**src/rtl/synth_pkg.sv**
```systemverilog
// Shared types and constants for the synth sample path.
package synth_pkg;

    localparam int unsigned SAMPLE_BUS_WIDTH = 12;

    typedef enum logic [1:0] {
        HS_IDLE = 2'd0,
        HS_REQ  = 2'd1,
        HS_REL  = 2'd2
    } hs_state_t;

    function automatic int unsigned calc_div(input int unsigned clk_freq,
                                             input int unsigned sample_rate);
        return clk_freq / sample_rate;
    endfunction

    function automatic logic [15:0] sat_inc16(input logic [15:0] value);
        return (value == 16'hFFFF) ? value : value + 16'd1;
    endfunction

endpackage

```
**src/rtl/synth_sample_buffer_if.sv**
```systemverilog
// Sample stream in from the truncator and req/ack handshake out to the PWM CDC.
interface synth_sample_buffer_if #(
    parameter int unsigned BUS_WIDTH = synth_pkg::SAMPLE_BUS_WIDTH
);
    logic [BUS_WIDTH-1:0] sample_in;
    logic                 sample_in_valid;
    logic                 sample_in_ready;
    logic [BUS_WIDTH-1:0] duty_cycle;
    logic                 req;
    logic                 ack;

    modport master (
        output sample_in, sample_in_valid, ack,
        input  sample_in_ready, duty_cycle, req
    );

    modport slave (
        input  sample_in, sample_in_valid, ack,
        output sample_in_ready, duty_cycle, req
    );
endinterface

```
**src/rtl/sample_fifo.sv**
```systemverilog
// Synchronous FIFO with registered occupancy; flush empties it and drops a same-cycle push.
module sample_fifo #(
    parameter int unsigned WIDTH = 12,
    parameter int unsigned DEPTH = 8
) (
    input  logic             clk,
    input  logic             rst,
    input  logic             flush,
    input  logic             push,
    input  logic [WIDTH-1:0] push_data,
    input  logic             pop,
    output logic [WIDTH-1:0] pop_data,
    output logic             full,
    output logic             empty
);
    localparam int unsigned PtrW = $clog2(DEPTH);
    localparam int unsigned CntW = PtrW + 1;

    logic [WIDTH-1:0] mem_q [DEPTH];
    logic [PtrW-1:0]  wr_ptr_q, rd_ptr_q;
    logic [CntW-1:0]  count_q;
    logic             do_push, do_pop;

    assign full     = (count_q == CntW'(DEPTH));
    assign empty    = (count_q == '0);
    assign do_push  = push && !full && !flush;
    assign do_pop   = pop && !empty;
    assign pop_data = mem_q[rd_ptr_q];

    always_ff @(posedge clk) begin
        if (do_push) begin
            mem_q[wr_ptr_q] <= push_data;
        end
    end

    // A pop in the flush cycle has already read its data; flush just resets the pointers.
    always_ff @(posedge clk) begin
        if (rst || flush) begin
            wr_ptr_q <= '0;
            rd_ptr_q <= '0;
            count_q  <= '0;
        end else begin
            if (do_push) wr_ptr_q <= wr_ptr_q + PtrW'(1);
            if (do_pop)  rd_ptr_q <= rd_ptr_q + PtrW'(1);
            case ({do_push, do_pop})
                2'b10:   count_q <= count_q + CntW'(1);
                2'b01:   count_q <= count_q - CntW'(1);
                default: count_q <= count_q;
            endcase
        end
    end

endmodule

```
**src/rtl/synth_sample_buffer.sv**
```systemverilog
// Elastic sample buffer: FIFO in, one sample per rate tick out over a four-phase req/ack.
module synth_sample_buffer import synth_pkg::*; #(
    parameter int unsigned CPU_CLOCK_FREQ = 125_000_000,
    parameter int unsigned SAMPLE_RATE    = 30_000,
    parameter int unsigned BUS_WIDTH      = SAMPLE_BUS_WIDTH,
    parameter int unsigned DEPTH          = 8
) (
    input  logic                        clk,
    input  logic                        rst,
    input  logic                        flush,
    synth_sample_buffer_if.slave        bus,
    output logic [15:0]                 underflow_count,
    output logic [15:0]                 missed_tick_count
);
    localparam int unsigned DIV   = calc_div(CPU_CLOCK_FREQ, SAMPLE_RATE);
    localparam int unsigned TickW = $clog2(DIV);

    logic [TickW-1:0]     tick_cnt_q;
    logic                 tick;
    logic                 ack_meta_q, ack_s_q;
    hs_state_t            state_q, state_d;
    logic                 req_q, req_d;
    logic [BUS_WIDTH-1:0] duty_q, duty_d;
    logic [15:0]          uf_q, uf_d, missed_q, missed_d;
    logic                 fifo_pop, fifo_full, fifo_empty;
    logic [BUS_WIDTH-1:0] fifo_head;

    assign tick = (tick_cnt_q == TickW'(DIV - 1));

    always_ff @(posedge clk) begin
        if (rst) begin
            tick_cnt_q <= '0;
        end else begin
            tick_cnt_q <= tick ? '0 : tick_cnt_q + TickW'(1);
        end
    end

    always_ff @(posedge clk) begin
        if (rst) begin
            ack_meta_q <= 1'b0;
            ack_s_q    <= 1'b0;
        end else begin
            ack_meta_q <= bus.ack;
            ack_s_q    <= ack_meta_q;
        end
    end

    sample_fifo #(
        .WIDTH (BUS_WIDTH),
        .DEPTH (DEPTH)
    ) u_fifo (
        .clk       (clk),
        .rst       (rst),
        .flush     (flush),
        .push      (bus.sample_in_valid),
        .push_data (bus.sample_in),
        .pop       (fifo_pop),
        .pop_data  (fifo_head),
        .full      (fifo_full),
        .empty     (fifo_empty)
    );

    always_comb begin
        state_d  = state_q;
        req_d    = req_q;
        duty_d   = duty_q;
        uf_d     = uf_q;
        missed_d = missed_q;
        fifo_pop = 1'b0;
        case (state_q)
            HS_IDLE: begin
                if (tick) begin
                    // Empty FIFO repeats the previous sample so the DAC never glitches.
                    fifo_pop = 1'b1;
                    if (fifo_empty) uf_d = sat_inc16(uf_q);
                    else            duty_d = fifo_head;
                    req_d   = 1'b1;
                    state_d = HS_REQ;
                end
            end
            HS_REQ: begin
                if (tick) missed_d = sat_inc16(missed_q);
                if (ack_s_q) begin
                    req_d   = 1'b0;
                    state_d = HS_REL;
                end
            end
            HS_REL: begin
                if (tick) missed_d = sat_inc16(missed_q);
                if (!ack_s_q) state_d = HS_IDLE;
            end
            default: state_d = HS_IDLE;
        endcase
    end

    always_ff @(posedge clk) begin
        if (rst) begin
            state_q  <= HS_IDLE;
            req_q    <= 1'b0;
            duty_q   <= '0;
            uf_q     <= '0;
            missed_q <= '0;
        end else begin
            state_q  <= state_d;
            req_q    <= req_d;
            duty_q   <= duty_d;
            uf_q     <= uf_d;
            missed_q <= missed_d;
        end
    end

    assign bus.sample_in_ready = !fifo_full;
    assign bus.duty_cycle      = duty_q;
    assign bus.req             = req_q;
    assign underflow_count     = uf_q;
    assign missed_tick_count   = missed_q;

endmodule

```
**src/flat_wrapper.sv**
```systemverilog
// flat-port wrapper written by rule: the top's interface ports become plain ports
module synth_sample_buffer_flat import synth_pkg::*;
#(
    parameter int unsigned CPU_CLOCK_FREQ = 125_000_000,
    parameter int unsigned SAMPLE_RATE    = 30_000,
    parameter int unsigned BUS_WIDTH      = SAMPLE_BUS_WIDTH,
    parameter int unsigned DEPTH          = 8
)
  (clk, rst, flush, underflow_count, missed_tick_count, bus_sample_in, bus_sample_in_valid, bus_ack, bus_sample_in_ready, bus_duty_cycle, bus_req);
  synth_sample_buffer_if #(.BUS_WIDTH(BUS_WIDTH)) bus_i ();
  input  logic clk;
  input  logic rst;
  input  logic flush;
  output logic [15:0] underflow_count;
  output logic [15:0] missed_tick_count;
  input wire logic [$bits(bus_i.sample_in)-1:0] bus_sample_in;
  input wire logic [$bits(bus_i.sample_in_valid)-1:0] bus_sample_in_valid;
  input wire logic [$bits(bus_i.ack)-1:0] bus_ack;
  output wire logic [$bits(bus_i.sample_in_ready)-1:0] bus_sample_in_ready;
  output wire logic [$bits(bus_i.duty_cycle)-1:0] bus_duty_cycle;
  output wire logic [$bits(bus_i.req)-1:0] bus_req;
  assign bus_i.sample_in = bus_sample_in;
  assign bus_i.sample_in_valid = bus_sample_in_valid;
  assign bus_i.ack = bus_ack;
  assign bus_sample_in_ready = bus_i.sample_in_ready;
  assign bus_duty_cycle = bus_i.duty_cycle;
  assign bus_req = bus_i.req;
  synth_sample_buffer #(.CPU_CLOCK_FREQ(CPU_CLOCK_FREQ), .SAMPLE_RATE(SAMPLE_RATE), .BUS_WIDTH(BUS_WIDTH), .DEPTH(DEPTH)) u_core (.clk(clk), .rst(rst), .flush(flush), .bus(bus_i), .underflow_count(underflow_count), .missed_tick_count(missed_tick_count));
endmodule
```
**config.mk**
```make
export PLATFORM = sky130hd
export DESIGN_NAME = synth_sample_buffer_flat
export DESIGN_NICKNAME = d
export VERILOG_FILES = /design/src/rtl/synth_pkg.sv /design/src/rtl/synth_sample_buffer_if.sv /design/src/rtl/sample_fifo.sv /design/src/rtl/synth_sample_buffer.sv /design/src/flat_wrapper.sv
export SDC_FILE = /design/constraint.sdc
export NUM_CORES = 1
export LEC_CHECK = 0
export ABC_AREA = 1
export CAP_MARGIN = 30
export CORE_MARGIN = 2
export CORE_UTILIZATION = 60
export DETAILED_ROUTE_END_ITERATION = 7
export PLACE_DENSITY = 0.86
export SLEW_MARGIN = 40
export SYNTH_ARGS = -nofsm -noshare
export SYNTH_HDL_FRONTEND = slang
export SYNTH_SLANG_ARGS = --single-unit
```
**constraint.sdc**
```tcl
create_clock -name clk -period 3.5 [get_ports clk]
set_input_delay 0.7 -clock clk [delete_from_list [all_inputs] [get_ports clk]]
set_output_delay 0.7 -clock clk [all_outputs]
set_load 0.01 [all_outputs]
```
* Word-level counts from Yosys, hierarchy flattened
Memory sizes are Yosys's and may differ from the RTL's. A register that Yosys moved wholly into a read port is not among the register bits.
Index checks and enable logic that the tools add are counted.
** Storage, ports and cells
- Output and inout bits :: 46
- Memories :: 1
- Bits in registers :: 60
- Word-level logic and storage cells :: 62
- RAM bits :: 96
- Input bits :: 17
** Memory list
- u_core.u_fifo.mem_q :: words 8, width 12, read ports 1, clocked after Yosys merged registers in 1, wr ports 1, RTL line sample_fifo.sv:19 : logic [WIDTH-1:0] mem_q [DEPTH];
** Cells by class
- Eq/ne operators :: 11
- Bitwise operators :: 3
- Reductions and logical operators :: 18
- Add/subtract/negate cells :: 7
- Multiplexer cells :: 12
** Operators by type and width (count)
- adder 16 x 1 -> 16 bit (second input constant) :: 2
- == test 16 bit (second input constant) :: 2
- adder 13 x 1 -> 13 bit (second input constant) :: 1
- == test 13 bit (second input constant) :: 1
- AND reduction 3 bit :: 4
- case mux 4 bit (2 select lines) :: 1
- adder 3 x 1 -> 3 bit (second input constant) :: 2
- two-way mux 1 bit :: 6
- two-way mux 2 bit :: 3
- case mux 2 bit (3 select lines) :: 1
- adder 4 x 1 -> 4 bit (second input constant) :: 1
- == test 2 x 1 -> 1 bit (second input constant) :: 2
- == test 2 bit (second input constant) :: 2
- == test 4 bit (second input constant) :: 1
- zero test 4 bit :: 1
- != test 2 x 1 -> 1 bit (second input constant) :: 2
- AND reduction 4 bit :: 1
- nonzero test 2 bit :: 2
- OR reduction 2 bit :: 2
- subtractor 4 x 1 -> 4 bit (second input constant) :: 1
- logical AND 1 bit :: 3
- zero test 1 bit :: 3
- inverter 1 bit :: 3
- zero test 2 bit :: 1
- other kinds (3) :: 3

* Logic depth before layout (Yosys ltp)
Gate-level depths: netlist of the first run.
- Word-level depth :: 6
- Gate-level depth with buffers :: 20
- Depth with buffers taken out :: 20

* Modules after synthesis
Synthesis of the first run repeated with hierarchy kept, for this count alone.
** Unflattened totals
- Cell total of the unflattened synthesis :: 853
- Area, all modules :: 7662.3 um2
** Modules (own cells, without submodules)
- sample_fifo :: times used 1, area an instance 4421.7 um2, cells each 366, sequential area each 3143.0 um2
- synth_sample_buffer :: times used 1, area an instance 3240.6 um2, cells each 487, sequential area each 1241.2 um2

* Worst setup path before layout of the first run
Ideal clock, no wire load.
- Path type :: input-to-reg
- Start point :: input port flush
- End point :: memory u_core.u_fifo.mem_q[0][0], enable pin
- Setup time :: 380 ps
- Path slack :: 1320 ps
- Arrival time :: 1800 ps
- Stages :: 4
- Cell sequence :: inv_1 -> nand3_1 -> or2_2 -> nor2_1
** On the way
- Longest elaborated chain between the ends :: 4
** Ends and longest elaborated chain
- from (decl) :: RTL line flat_wrapper.sv:13 : input logic flush;
- zero test 1 bit :: RTL line sample_fifo.sv:26 : assign do_push = push && !full && !flush;
- logical AND 1 bit :: RTL line sample_fifo.sv:26
- two-way mux 1 bit :: RTL line sample_fifo.sv:31 : if (do_push) begin
- two-way mux 1 bit (implied by the code) :: RTL line sample_fifo.sv:32 : mem_q[wr_ptr_q] <= push_data;
- to (decl) :: RTL line sample_fifo.sv:19
Every way passes these cells.

* Final worst setup path of the first run
- Start point :: register u_core.tick_cnt_q[1]
- End point :: register u_core.u_fifo.count_q[2]
** On the way
- Longest elaborated chain between the ends :: 6
- Elaborated cells on any way between the ends :: 8
** Ends and longest elaborated chain
- from (decl) :: RTL line synth_sample_buffer.sv:18 : logic [TickW-1:0] tick_cnt_q;
- from (signal assigned) :: RTL line synth_sample_buffer.sv:34 : tick_cnt_q <= tick ? '0 : tick_cnt_q + TickW'(1);
- == test 13 bit (*) :: RTL line synth_sample_buffer.sv:28 : assign tick = (tick_cnt_q == TickW'(DIV - 1));
- two-way mux 1 bit (*) :: RTL line synth_sample_buffer.sv:72 : if (tick) begin
- two-way mux 1 bit (*) :: RTL line synth_sample_buffer.sv:70 : case (state_q)
- logical AND 1 bit (*) :: RTL line sample_fifo.sv:27 : assign do_pop = pop && !empty;
- named net u_core.u_fifo.do_pop :: RTL line sample_fifo.sv:22 : logic do_push, do_pop;
- == test 2 x 1 -> 1 bit / == test 2 bit (equally long branches) :: RTL line sample_fifo.sv:45 : case ({do_push, do_pop})
- case mux 4 bit (2 select lines) / nonzero test 2 bit (equally long branches)
- to (signal assigned) :: RTL line sample_fifo.sv:46 : 2'b10: count_q <= count_q + CntW'(1);
- to (signal assigned) :: RTL line sample_fifo.sv:47 : 2'b01: count_q <= count_q - CntW'(1);
- to (signal assigned) :: RTL line sample_fifo.sv:48 : default: count_q <= count_q;
- to (decl) :: RTL line sample_fifo.sv:21 : logic [CntW-1:0] count_q;
Mark *: on every way through the listed nets, which the timed path passes. The rest lies on a longest branch.
A chain may end at the register's enable or synchronous reset.

==> flow_metrics.tcl, run 1 <==
set metrics [dict create \
    worst_vdd_ir_mv 0.828 \
    vias_per_instance 5.30 \
    multiInputGateArea_sq_um 2890 \
    routedWlPerCell_um 13.8 \
    setup-violations-final 0 \
    report.final.slew_viol_count 0 \
    syn-num-nets 933 \
    post_cts.resized_instances 0 \
    place_area_sq_um 8420 \
    leakagePower_nw 3.42 \
    worst_ep_required_time_ns 3.82 \
    clock_tree_from_tritoncts "yes" \
    grt_use_total_pct 25.0 \
    fp.dieArea_sq_um 13600 \
    wirelength_um 15900 \
    ant_nets 0 \
    drt_first_pass_iters 5 \
    fp.dieW_um 117 \
    synthesis.area_sq_um 7630 \
    clock-root-buffer "clkbuf_16" \
    numClockSinks 168 \
    io_buffers 62 \
    grt_setup_unrepaired "no" \
    floorplan.initialDensity_pct 61.0 \
    synth_seq_area_share_pct 56.6 \
    synth_flop_cell "edfxtp_1" \
    synth-seq-cells 168 \
    worst_skew_pair.late_latency_ns 0.43 \
    synth_largest_area_cell "edfxtp_1" \
    finalCritPeriodShare_pct 71.9 \
    antenna_cells 0 \
    cts_setup_buffers 0 \
    row_count 41 \
    regArea_sq_um 4320 \
    finalWorstPathRequiredPeriod_ns 2.52 \
    clock_tree.buffer_depth 2 \
    number_of_failing_hold_endpoints_at_the_final_stage 0 \
    overflow 0 \
    crit_type "flip-flop to flip-flop" \
    final_design_instance_area_without_fill_sq_um 9020 \
    layout-drive-gt1-share_pct 6.62 \
    async_reset_ff_share_pct 0 \
    cts_htree_levels 4 \
    synthDominantCellAreaShare_pct 37.8 \
    netlist_instances 904 \
    crit_path_end_kind "flip-flop" \
    post_cts_hold_buffer_count 0 \
    power-per-cell-area_nw_per_um2 481 \
    via_count_of_the_first_global_routing_pass 5651 \
    io_pins 63 \
    setup.worst_path.start_class "flip-flop" \
    areaGrowthSynthToFinish_pct 18.1 \
    crit_fanout 6 \
    core_sq_um 12500 \
    yosys-top-cells-area "edfxtp_1, dfxtp_1, nor2_1" \
    number_of_flops_mapped_to_enable_cells_by_yosys 96 \
    tns_ns 0 \
    worstMarginPinSlew_ns 0.644 \
    tritoncts.num_buffers 17 \
    gp_congestion 0.890 \
    cap_viol_max_count 0 \
    grt_start_max_net_pins 50 \
    antenna_violations_before_repair 0 \
    detail_route.drc_violations 0 \
    dpl.hpwl_um 10700 \
    route.vias.total 6117 \
    yosysUniqueCellTypes 32 \
    max_freq_mhz 397 \
    final.setup_skew_ns 0.00900 \
    floorplan.die.height_um 117 \
    run_status "finished clean" \
    path_clk_slew_ns 0.07 \
    cp_data_arrival_time_ns 2.84 \
    drtIter0Drc 631 \
    max_slew_headroom_pct 57.0 \
    nets 998 \
    synth_warnings 0 \
    fillCellCount 939 \
    avg_inst_size_synth_sq_um 8.45 \
    grt_pass1_wl_um 26200 \
    hp-class "flip-flop to flip-flop" \
]
-- worst paths after layout --
kind	startpoint	to	slack [ns]	depth (start not counted)
max reg2reg	u_core.tick_cnt_q[1]	u_core.u_fifo.count_q[2]	0.98	19
min reg2reg	u_core.ack_meta_q	u_core.ack_s_q	0.41	2
max	u_core.tick_cnt_q[1]	u_core.u_fifo.count_q[2]	0.98	19
min	u_core.ack_meta_q	u_core.ack_s_q	0.41	2
-- report_power, final --
part           total, mW  switching [mW]  internal [mW]
logic              0.335           0.247         0.0881
registers           2.12          0.0129           2.11
clock network       1.88           0.856           1.03
total               4.34            1.12           3.22
-- logic make-up after synthesis --
kind of cell | Yosys count | share of synthesized area (%)
flip-flops | 168 | 56.6
XOR/XNOR | 11 | 1.26
AND/OR/NAND/NOR | 487 | 26.4
AO/OA/AOI/OAI | 124 | 8.14
adder cells (fa/ha/maj) | 12 | 1.97
buffers and inverters | 102 | 5.64
-- cells in the mapped netlist (9+ instances only) --
cell,instances
a21oi_1,43
inv_1,72
nand4_1,9
o21ai_1,11
nand3_1,48
edfxtp_1,96
ha_1,12
nor2_1,207
clkbuf_1,14
o21ai_0,69
xor2_1,9
nand2_1,198
dfxtp_1,72
-- sequential cells by signal (all words and copies together) (netlist names) --
register and cells:
u_core.underflow_count 16, u_core.bus.duty_cycle 12, u_core.bus.req 1, u_core.u_fifo.rd_ptr_q 3, u_core.ack_meta_q 1, u_core.missed_tick_count 16
u_core.u_fifo.count_q 4, u_core.tick_cnt_q 13, u_core.ack_s_q 1, u_core.state_q 2, u_core.u_fifo.mem_q 96, u_core.u_fifo.wr_ptr_q 3
-- cells in the final DEF (no fill, tap or decap), drive strengths merged --
master and n:
nand3 52, nand2 200, edfxtp 96, xor2 9, nor4 1, clkdlybuf4s50 62, or2 3, clkbuf 17
a31oi 1, a21oi 43, clkinvlp 2, nor2 216, dfxtp 72, o21ai 80, clkinv 3, buf 13
nor3b 1, nand3b 2, ha 12, nor3 2, and2 1, bufinv 1, nand4 9, inv 82
xnor2 2
-- through the flow --
stage | power (mW) | std cells | util [%] | hold slack [ns] | setup WS, ns
2_1_floorplan | 2.43 | 904 | - | 0.388 | 1.32
3_3_place_gp | 2.48 | 1122 | 67.2 | 0.397 | 0.950
3_5_place_dp | 2.50 | 1122 | 67.3 | 0.400 | 0.863
4_1_cts | 4.35 | 1154 | 72.1 | 0.410 | 0.991
5_1_grt | 4.49 | 1154 | 72.1 | 0.432 | 0.776
6_report | 4.34 | 1154 | 72.1 | 0.411 | 0.983
-- per-layer routing --
metal  wire [um]  global-route usage, %
met5           0                      0
met4         249                   10.3
met1        6750                   32.2
met3        1090                   5.15
met2        7850                   41.5
-- cell type report --
class                   instances  area share, %
inverters                      73           3.05
repair buffers                 75           7.96
clock buffers                  17           4.72
multi-input cells             634           32.0
flip-flops and latches        168           47.9
well taps                     172           2.39
clock inverters                15           1.94
-- critical path, cell delays in order, from the launching register on --
cell and delay [ns]:
dfxtp_1 0.39, inv_1 0.06, ha_1 0.20, nand2_1 0.08, inv_1 0.04, nand2_1 0.10
inv_1 0.08, nand2_1 0.23, inv_1 0.07, nand3_1 0.09, inv_1 0.08, ha_1 0.22
nand2_1 0.08, inv_1 0.05, nor2_1 0.13, ha_1 0.16, a21oi_1 0.05, xnor2_1 0.12
o21ai_0 0.13, inv_1 0.05
No activity file was read; power rests on OpenSTA's default activity.
==> run 2: changes to the inputs <==
--- a/config.mk
+++ b/config.mk
@@ -8,9 +8,9 @@
 export ABC_AREA = 1
 export CAP_MARGIN = 30
 export CORE_MARGIN = 2
-export CORE_UTILIZATION = 60
+export CORE_UTILIZATION = 52
 export DETAILED_ROUTE_END_ITERATION = 7
-export PLACE_DENSITY = 0.86
+export PLACE_DENSITY = 0.8
 export SLEW_MARGIN = 40
 export SYNTH_ARGS = -nofsm -noshare
 export SYNTH_HDL_FRONTEND = slang
==> constraint.sdc (replaced) <==
create_clock -name clk -period 2.3 [get_ports clk]
set_input_delay 0.46 -clock clk [delete_from_list [all_inputs] [get_ports clk]]
set_output_delay 0.46 -clock clk [all_outputs]
set_load 0.01 [all_outputs]
==> run 2 against run 1 <==
Against the previous run: design area rose by 2.0%; cell count rose by 2.0%; core utilization decreased by 8.3 points; clock power increased by 58%; combinational power rose by 66%; sequential cell count unchanged; non-clock buffer count up 11; wire length is 2.6% higher; worst setup slack worse by 0.77 ns; critical path depth is 16 lower; power is 56% higher.
==> flow_metrics.tcl, run 2 (synthesis results as in run 1) <==
set metrics [dict create \
    via_count_of_the_first_global_routing_pass 5562 \
    number_of_failing_hold_endpoints_at_the_final_stage 0 \
    final.setup_skew_ns 0.0124 \
    clock_tree.buffer_depth 2 \
    crit_type "flip-flop to output pin" \
    nets 1009 \
    worst_ep_required_time_ns 1.84 \
    leakagePower_nw 3.49 \
    grt_pass1_wl_um 27000 \
    routedWlPerCell_um 13.9 \
    row_count 44 \
    clock_tree_from_tritoncts "yes" \
    cp_data_arrival_time_ns 1.63 \
    io_buffers 62 \
    path_clk_slew_ns 0.07 \
    max_freq_mhz 479 \
    grt_use_total_pct 21.4 \
    setup.reg_to_reg.worst_slack_ns 0.25 \
    hp-class "flip-flop to flip-flop" \
    crit_fanout 5 \
    areaGrowthSynthToFinish_pct 20.5 \
    max_flop_register "u_core.u_fifo.mem_q" \
    fillCellCount 1125 \
    setup.worst_path.start_class "flip-flop" \
    critPathCapture "bus_sample_in_ready" \
    antenna_cells 0 \
    fp.dieArea_sq_um 15700 \
    io_pins 63 \
    floorplan.die.height_um 125 \
    floorplan.initialDensity_pct 52.9 \
    commonest_non_fill_non_tap_cells_in_the_layout "nor2_1, nand2_1, edfxtp_1" \
    drt_first_pass_iters 4 \
    cts_htree_levels 4 \
    drtIter0Drc 583 \
    finalCritPeriodShare_pct 90.7 \
    clock-root-buffer "clkbuf_16" \
    reg_to_reg_startpoint "u_core.tick_cnt_q[1]" \
    grt_start_max_net_pins 51 \
    worst_r2r_end "u_core.u_fifo.count_q[2]" \
    largest_register_ff_count 96 \
    grt_setup_unrepaired "no" \
    tns_ns 0 \
    post_cts_hold_buffer_count 0 \
    worst_r2r_path_depth 19 \
    power_mw 6.75 \
    min_from "u_core.ack_meta_q" \
    max_slew_headroom_pct 59.4 \
    wirelength_um 16400 \
    worst_skew_pair.late_latency_ns 0.44 \
    layout-drive-gt1-share_pct 8.06 \
    ant_nets 0 \
    fp.dieW_um 125 \
    antenna_violations_before_repair 0 \
    vias_per_instance 5.28 \
    gp_congestion 0.854 \
    layout_commonest_cell "nor2_1" \
    overflow 0 \
    core_sq_um 14400 \
    cap_viol_max_count 0 \
    setup.worst_path.start "u_core.u_fifo.count_q[1]" \
    worstMarginPinSlew_ns 0.608 \
    crit_path_end_kind "output pin" \
    run_status "finished clean" \
    tritoncts.num_buffers 17 \
    report.final.slew_viol_count 0 \
    detail_route.drc_violations 0 \
    numClockSinks 168 \
    final_cell_count_no_fill 1177 \
    worst_vdd_ir_mv 0.600 \
    setup-violations-final 0 \
    place.detailed.instances 1144 \
    power-per-cell-area_nw_per_um2 734 \
    route.vias.total 6211 \
    finalWorstPathRequiredPeriod_ns 2.09 \
    dpl.hpwl_um 10700 \
]
==> run 2: cell count changes in the layout (fill, tap and decap cells not counted), moves of 2 or more <==
| cell | delta |
|---|---|
| inv_8 | -2 |
| ha_1 | -2 |
| buf_4 | +8 |
| clkinvlp_4 | -2 |
| buf_12 | +3 |
==> run 2: repair_timing <==
item | 4_1_cts | 5_1_grt
endpoints found under the hold margin | 0 | 0
endpoints found under the setup margin | 0 | 2
resized for setup | 0 | 8
setup buffers | 0 | 1
==> run 2: layer usage <==
metal	vias to the layer above	share of wire (%)	track usage [%]
met1	2858	45	29.5
met5	-	0	0
met4	0	1.3	8.04
met2	223	46	33.2
li1	3107	-	-
met3	23	7.7	5.05
==> run 2: worst min path at each step <==
stage | end | slack, ns | cells after the start
floorplan | u_core.ack_s_q | 0.39 | 2
global placement | u_core.ack_s_q | 0.43 | 2
detailed placement | u_core.ack_s_q | 0.43 | 2
CTS | u_core.ack_s_q | 0.44 | 2
global route | u_core.ack_s_q | 0.45 | 2
finish | u_core.ack_s_q | 0.44 | 2
==> run 2: stage by stage <==
step | worst slack, ns | util (%) | hold slack, ns | cell area (sq um)
after floorplan | 0.142 | - | 0.388 | 7630
final | 0.214 | 63.8 | 0.443 | 9200
after CTS | 0.114 | 63.6 | 0.443 | 9170
after global placement | 0.0965 | 59.2 | 0.432 | 8540
after global routing | 0.0110 | 63.8 | 0.455 | 9200
after detailed placement | 0.0397 | 59.2 | 0.434 | 8550
==> run 2: area by class of cell <==
class / instances / area [sq um] / share of cell area (%)
Clock buffer: 17 / 425 / 4.63
Clock inverter: 15 / 196 / 2.14
Inverter: 73 / 275 / 2.99
Multi-Input combinational cell: 634 / 2910 / 31.6
Sequential cell: 168 / 4320 / 47.0
Tap cell: 184 / 230 / 2.50
Timing Repair Buffer: 86 / 838 / 9.12
==> run 2: worst max-delay path, stage by stage (launching register included) <==
cell and delay, ns:
dfxtp_1 0.42, nor2_1 0.09, nand3_1 0.14, clkdlybuf4s50_1 0.56
==> run 2: power breakdown <==
group / internal [mW] / switching [mW]
Clock: 1.66 / 1.30
Sequential: 3.21 / 0.0161
Combinational: 0.164 / 0.392
